===== config.mk =====
export PLATFORM = sky130hd
export DESIGN_NAME = inst_queue
export DESIGN_NICKNAME = d
export VERILOG_FILES = /design/src/rtl/inst_queue.sv
export SDC_FILE = /design/constraint.sdc
export NUM_CORES = 1
export LEC_CHECK = 0
export BUFFER_PORTS_ARGS = -buffer_cell sky130_fd_sc_hd__buf_2
export CELL_PAD_IN_SITES_DETAIL_PLACEMENT = 1
export CELL_PAD_IN_SITES_GLOBAL_PLACEMENT = 1
export CORE_ASPECT_RATIO = 0.9
export CORE_MARGIN = 3
export CORE_UTILIZATION = 54
export DETAILED_ROUTE_END_ITERATION = 8
export GPL_ROUTABILITY_DRIVEN = 0
export PLACE_DENSITY_LB_ADDON = 0.1
export SYNTH_ARGS = -nofsm -noshare
export SYNTH_HDL_FRONTEND = slang
export SYNTH_SLANG_ARGS = --single-unit

===== constraint.sdc =====
create_clock -name clk -period 8.2 [get_ports clk]
set_input_delay 0.41 -clock clk [delete_from_list [all_inputs] [get_ports clk]]
set_output_delay 0.41 -clock clk [all_outputs]
set_load 0.005 [all_outputs]

===== src/rtl/inst_queue.sv =====
`default_nettype none
// ============================================================================
// Module   : inst_queue
// Brief    : Circular FIFO between fetch and decode/issue with flush support.
//            Optional same-cycle bypass when empty: define INST_QUEUE_BYPASS_EN.
// Revision : 1.0 - initial release
// ============================================================================
module inst_queue #(
    parameter int DEPTH = 4
) (
    input  logic                     clk,
    input  logic                     rst_n,
    input  logic                     enq_valid,
    input  logic [31:0]              enq_inst,
    input  logic [31:0]              enq_pc,
    output logic                     enq_ready,
    output logic                     deq_valid,
    output logic [31:0]              deq_inst,
    output logic [31:0]              deq_pc,
    input  logic                     deq_ready,
    input  logic                     flush,
    output logic [$clog2(DEPTH):0]   count
);

    localparam int            AW       = $clog2(DEPTH);
    localparam logic [AW:0]   FULL_CNT = (AW+1)'(DEPTH);
    localparam logic [AW:0]   CNT_ONE  = (AW+1)'(1);
    localparam logic [AW-1:0] PTR_ONE  = AW'(1);
    localparam logic [31:0]   NOP_INST = 32'h0000_0013;

    logic [31:0]   inst_mem [DEPTH];
    logic [31:0]   pc_mem   [DEPTH];
    logic [AW-1:0] head;
    logic [AW-1:0] tail;
    logic [AW:0]   occ;

    logic empty;
    logic full;
    logic bypass_take;
    logic do_enq;
    logic do_deq;

    assign empty     = (occ == '0);
    assign full      = (occ == FULL_CNT);
    assign enq_ready = ~full & ~flush;
    assign count     = occ;

    always_comb begin
        deq_valid   = ~empty & ~flush;
        deq_inst    = empty ? NOP_INST : inst_mem[head];
        deq_pc      = empty ? 32'h0    : pc_mem[head];
        bypass_take = 1'b0;
`ifdef INST_QUEUE_BYPASS_EN
        // Empty queue forwards the fetch slot straight to decode.
        if (empty && !flush && rst_n) begin
            deq_valid   = enq_valid;
            deq_inst    = enq_valid ? enq_inst : NOP_INST;
            deq_pc      = enq_valid ? enq_pc   : 32'h0;
            bypass_take = enq_valid & deq_ready;
        end
`endif
    end

    // A bypassed instruction is consumed directly and never occupies a slot.
    assign do_deq = deq_valid & deq_ready & ~empty;
    assign do_enq = enq_valid & enq_ready & ~bypass_take;

    always_ff @(posedge clk) begin
        if (do_enq && rst_n) begin
            inst_mem[tail] <= enq_inst;
            pc_mem[tail]   <= enq_pc;
        end
    end

    always_ff @(posedge clk or negedge rst_n) begin
        if (!rst_n) begin
            head <= '0;
            tail <= '0;
            occ  <= '0;
        end else if (flush) begin
            head <= '0;
            tail <= '0;
            occ  <= '0;
        end else begin
            if (do_enq) begin
                tail <= tail + PTR_ONE;
            end
            if (do_deq) begin
                head <= head + PTR_ONE;
            end
            case ({do_enq, do_deq})
                2'b10:   occ <= occ + CNT_ONE;
                2'b01:   occ <= occ - CNT_ONE;
                default: occ <= occ;
            endcase
        end
    end

endmodule
`default_nettype wire


Word-level counts from Yosys, hierarchy flattened
Memory sizes are Yosys's and may differ from the RTL's.
Cells that the tools add are included.
{"block": "op_classes", "add_sub_neg": 4, "reduce_logical": 5, "eq_ne": 3, "bitwise": 8, "mux": 10}
{"operator": "32-bit 2-to-1 mux", "count": 2}
{"operator": "2-bit 2-to-1 mux", "count": 4}
{"operator": "3-bit one-hot mux with 2 select lines", "count": 1}
{"operator": "1-bit AND", "count": 5}
{"operator": "2-bit by 1-bit adder with 2-bit output (second input constant)", "count": 2}
{"operator": "2-bit nonzero test", "count": 2}
{"operator": "3-bit by 1-bit adder with 3-bit output (second input constant)", "count": 1}
{"operator": "3-bit == test (second input constant)", "count": 1}
{"operator": "3-bit logical NOT", "count": 1}
{"operator": "3-bit 2-to-1 mux", "count": 1}
{"operator": "1-bit inverter", "count": 3}
{"operator": "3-bit nonzero test", "count": 1}
{"operator": "3-bit by 1-bit subtractor with 3-bit output (second input constant)", "count": 1}
{"operator": "2-bit by 1-bit == test with 1-bit output (second input constant)", "count": 1}
{"operator": "2-bit == test (second input constant)", "count": 1}
{"operator": "1-bit 2-to-1 mux", "count": 2}
{"operator": "1-bit logical AND", "count": 1}
{"block": "totals", "wordCells": 35, "output_inout_bits": 69, "memories": 2, "regBits": 7, "ramBits": 256, "input_bits": 69}
{"memory": "inst_mem", "words": 4, "width": 32, "rd": 1, "rd_ports_with_merged_regs": 0, "wr": 1, "line": "31", "text": "logic [31:0] inst_mem [DEPTH];"}
{"memory": "pc_mem", "words": 4, "width": 32, "rd": 1, "rd_ports_with_merged_regs": 0, "wr": 1, "line": "32", "text": "logic [31:0] pc_mem [DEPTH];"}

Depth between registers and ports, before layout
{"block": "depth", "depth_word": 8, "depth_mapped": 8, "mapped_depth_nobuf": 8}

Worst setup path after synthesis
No wires, ideal clock.
{"block": "synth_path", "kind": "reg-to-reg", "startpoint": "register occ[2], in the netlist count[2]", "endpoint": "memory inst_mem[0][0], enable pin", "stages_incl_launch_ff": 4, "path_slack_ps": 5374, "synth_period_minus_slack_ps": 2826, "path_buffers": 0, "required_ps": 7771, "setup_time_ps": 429, "t_arrival_ps": 2397, "cell_sequence": "dfrtp_1 nor3b_4 nor2_4 and3_1"}
{"block": "synth_between", "elab_chain_cells": 7}
{"element": "from (decl)", "line": "35", "text": "logic [AW:0] occ;"}
{"element": "from (signal assigned)", "line": "92", "text": "2'b10: occ <= occ + CNT_ONE;"}
{"element": "from (signal assigned)", "line": "93", "text": "2'b01: occ <= occ - CNT_ONE;"}
{"element": "3-bit == test", "line": "44", "text": "assign full = (occ == FULL_CNT);"}
{"element": "1-bit inverter", "line": "45", "text": "assign enq_ready = ~full & ~flush;"}
{"element": "1-bit AND", "line": "45"}
{"element": "1-bit AND", "line": "66", "text": "assign do_enq = enq_valid & enq_ready & ~bypass_take;"}
{"element": "1-bit logical AND", "line": "69", "text": "if (do_enq && rst_n) begin"}
{"element": "1-bit 2-to-1 mux", "line": "69"}
{"element": "1-bit 2-to-1 mux (not written as such)", "line": "70", "text": "inst_mem[tail] <= enq_inst;"}
{"element": "to (decl)", "line": "31"}
Every way passes these cells.

Worst setup path after layout
{"block": "layout_path", "startpoint": "register head[0]", "endpoint": "output port deq_pc[18]"}
{"block": "layout_between", "elab_chain_cells": 2}
{"element": "from (decl)", "line": "33", "text": "logic [AW-1:0] head;"}
{"element": "from (signal assigned)", "line": "89", "text": "head <= head + PTR_ONE;"}
{"element": "memory read 4 x 32 bit"}
{"element": "32-bit 2-to-1 mux", "line": "51", "text": "deq_pc = empty ? 32'h0 : pc_mem[head];"}
{"element": "to (decl)", "line": "19", "text": "output logic [31:0] deq_pc,"}
Every way passes these cells.

==> flow_summary_export.csv <==
group,metric,value,unit
outcome,outcome,"finished, final reports clean",
global_routing,grt_pass1_vias,5561,
finish,fin_area,11900,sq um
floorplanning,die_y,136,microns
logic_synthesis,ys_ff_latch,263,
floorplanning,coreArea,18100,sq um
sta,setup_tns,0,ps
setup_path,path_buf_inv,2,
logic_synthesis,yosysWarnings,0,
routing,drt_pass1_iterations,4,
setup_path,arrival,3050,ps
logic_synthesis,synth_cell_types,30,
sta,max_freq,289,MHz
setup_path,max_stage_delay,800,ps
logic_synthesis,netlist_area,10200,sq um
sta,max_slew_margin,0.308,
sta,fin_ws,4740,ps
job,max_cap_viol_count,0,
clock_network,clock_latency,530,ps
setup_path,path_class,"reg -> out",
logic_synthesis,synth_xor_area_frac,0.00160,
logic_synthesis,synth_cells,457,
logic_synthesis,synth-compound-area-share,0.00455,
routing,via_per_inst,5.68,
logic_synthesis,yosys.area.top_type_share,0.756,
min_path,hold_class,"in -> reg",
logic_synthesis,muxShareOfSynthArea,0.145,
setup_path,crit_chain,"buf_4 > mux4_2 > nor2b_1 > buf_2",
sta,slew_viol_final,0,
routing,drtIter0Drc,324,
placement,post-dp-hpwl,11.7,mm
clock_network,cts_max_level,1,
logic_synthesis,synth-simple-area-share,0.0550,
setup_path,worstSetupStartpointType,"flip-flop",
clock_network,cts_setup_buffers,0,
placement,dp_slack,5220,ps
floorplanning,ios,138,
floorplanning,die_w,151,microns
sta,min_period,3460,ps
placement,portBuffers,137,
logic_synthesis,synthAdderAreaFrac,0.00689,
floorplanning,start_util,0.563,
routing,via_count,4913,
setup_path,cp_slowest_cell,"dfrtp_4",
setup_path,critPathRequiredTime,7790,ps
clock_network,cts_sinks,263,
finish,num-fill-cells,1518,
logic_synthesis,async_flop_share,0.0266,
sta,rsz0062_at_grt,"false",
sta,hold_viol,0,
clock_network,numCtsBuffers,27,
finish,finalNonFillerCells,865,
routing,drt_wl_total,20.6,mm
sta,fin_crit_sh,0.422,
setup_path,endpoint_kind,"primary output",
logic_synthesis,syn_nets,531,
floorplanning,dieArea,20500,sq um
routing,drc,0,
finish,area_growth,16.7,%
placement,dp.cells,814,
floorplanning,placementRows,46,
finish,nNetsFinal,678,
global_routing,grt_pass1_wl,32.0,mm
sta,finClkSkew,9.36,ps
clock_network,cts_max_path_buffers,3,
power_and_ir_drop,p_per_area,295,nW/um^2
finish,drive_above_1_share,0.405,
clock_network,cts_tree,"built",
logic_synthesis,ys_seq_area_frac,0.773,
sta,tightest_slew,1040,ps
sta,finalSetupViolations,0,
clock_network,path_clk_slew,50,ps
placement,dpl_cell_area,11100,sq um
power_and_ir_drop,ir_drop,0.000251,V
routing,routedWlPerCell,23.8,microns
logic_synthesis,synth_area_leaders,"edfxtp_1 76%, mux4_2 14%, nor2b_1 3.8%",
setup_path,cp_top_family,"buffers and inverters",
logic_synthesis,avgSynthCellArea,22.3,sq um
global_routing,antenna_found_initial,0,
global_routing,grt.overflow.total,0,
power_and_ir_drop,p_leak,4.01,nW
global_routing,grt_max_degree,67,
logic_synthesis,synth-edff-count,256,
global_routing,grt_usage,0.208,
logic_synthesis,synth.largest_area_cell,"edfxtp_1",
logic_synthesis,synth_flop_cell,"edfxtp_1",
logic_synthesis,synth_top_family_by_area,"multiplexers",
setup_path,critPathMaxFanout,39,
routing,ant_nets,0,
clock_network,clockRootBuffer,"clkbuf_16",
clock_network,post_cts_resized,0,
[layout make-up]
type                            instances  area (sq um)  area share
Clock inverter                         16          81.3     0.00685
Timing Repair Buffer                  140           711      0.0599
Inverter                                4          15.0     0.00127
Tap cell                              240           300      0.0253
Multi-Input combinational cell        168          2190       0.185
Clock buffer                           33           698      0.0588
Sequential cell                       263          7870       0.663
Antenna cell                            1          2.50    0.000211
[through the flow]
| stage | power (W) | hold slack, ps | utilization |
|---|---|---|---|
| 2_1_floorplan | 0.00213 | 114 | - |
| 4_1_cts | 0.00355 | 77.2 | 0.657 |
| 3_3_place_gp | 0.00245 | 281 | 0.613 |
| 3_5_place_dp | 0.00247 | 289 | 0.613 |
| 6_report | 0.00350 | 96.0 | 0.657 |
| 5_1_grt | 0.00368 | 79.8 | 0.657 |
[sequential cells by signal (all words and copies together) (netlist names)]
signal and flops:
head 2, inst_mem 128, tail 2, pc_mem 128, count 3
[metal layers]
| metal | share of wire | vias up | GRT usage |
|---|---|---|---|
| li1 | - | 2150 | - |
| met1 | 0.42 | 2601 | 0.289 |
| met2 | 0.52 | 138 | 0.356 |
| met3 | 0.046 | 24 | 0.0340 |
| met4 | 0.013 | 0 | 0.0423 |
| met5 | 0 | - | 0 |
[synthesized netlist by cell type (all sizes together), types with 2 or more instances]
library cell and instances:
a21oi 2, and3 4, buf 13, clkbuf 9, dfrtp 7, edfxtp 256, ha 4, inv 4
mux2 2, mux4 64, nand2 3, nand2b 4, nor2 5, nor2b 62, nor3 3, nor3b 2
o21ai 2, or2 3
[power by group]
part | internal [W] | switching [W]
clock network | 0.000604 | 0.000478
registers | 0.00153 | 0.0000755
logic | 0.000402 | 0.000411
[logic make-up (layout without fill, tap and decap cells)]
family,after synthesis,count (layout)
buffers and inverters,26,193
DFF,263,263
muxes,67,67
AOI/OAI and AO/OA,7,7
adders and majority gates,5,5
other,0,1
and+or+nand+nor,88,88
xor gates and xnor gates,1,1
[final timing paths]
| kind | start | endpoint | slack [ps] | depth (start not counted) |
|---|---|---|---|---|
| setup / recovery | head[0] | deq_pc[18] | 4740 | 4 |
| hold / removal | enq_pc[1] | pc_mem[0][1] | 100 | 1 |
| setup reg to reg | count[1] | pc_mem[1][1] | 5890 | 3 |
| hold reg to reg | tail[0] | tail[0] | 620 | 1 |
| max in group asynchronous | rst_n | head[0] | 7650 | 2 |
| min in group asynchronous | rst_n | count[1] | 310 | 2 |
[placed cells by master, fill, tap and decap left out, types with 2 or more instances in the layout]
master and instances:
edfxtp_1 256, buf_2 137, mux4_2 64, nor2b_1 62, clkbuf_16 27, clkinv_1 8
clkbuf_1 6, clkinv_2 5, dfrtp_1 5, nand2b_1 4, and3_4 4, nor2_1 4
ha_1 4, or2_1 3, inv_1 3, nand2_1 3, nor3_1 2, mux2_2 2
a21oi_1 2, o21ai_0 2, clkinv_4 2, dfrtp_4 2, buf_4 2
[what timing repair did]
item | CTS | global route
hold buffers | 1 | 0
hold endpoints to repair | 7 | 0
setup endpoints to repair | 0 | 0
(Power assumes the default switching activity.)
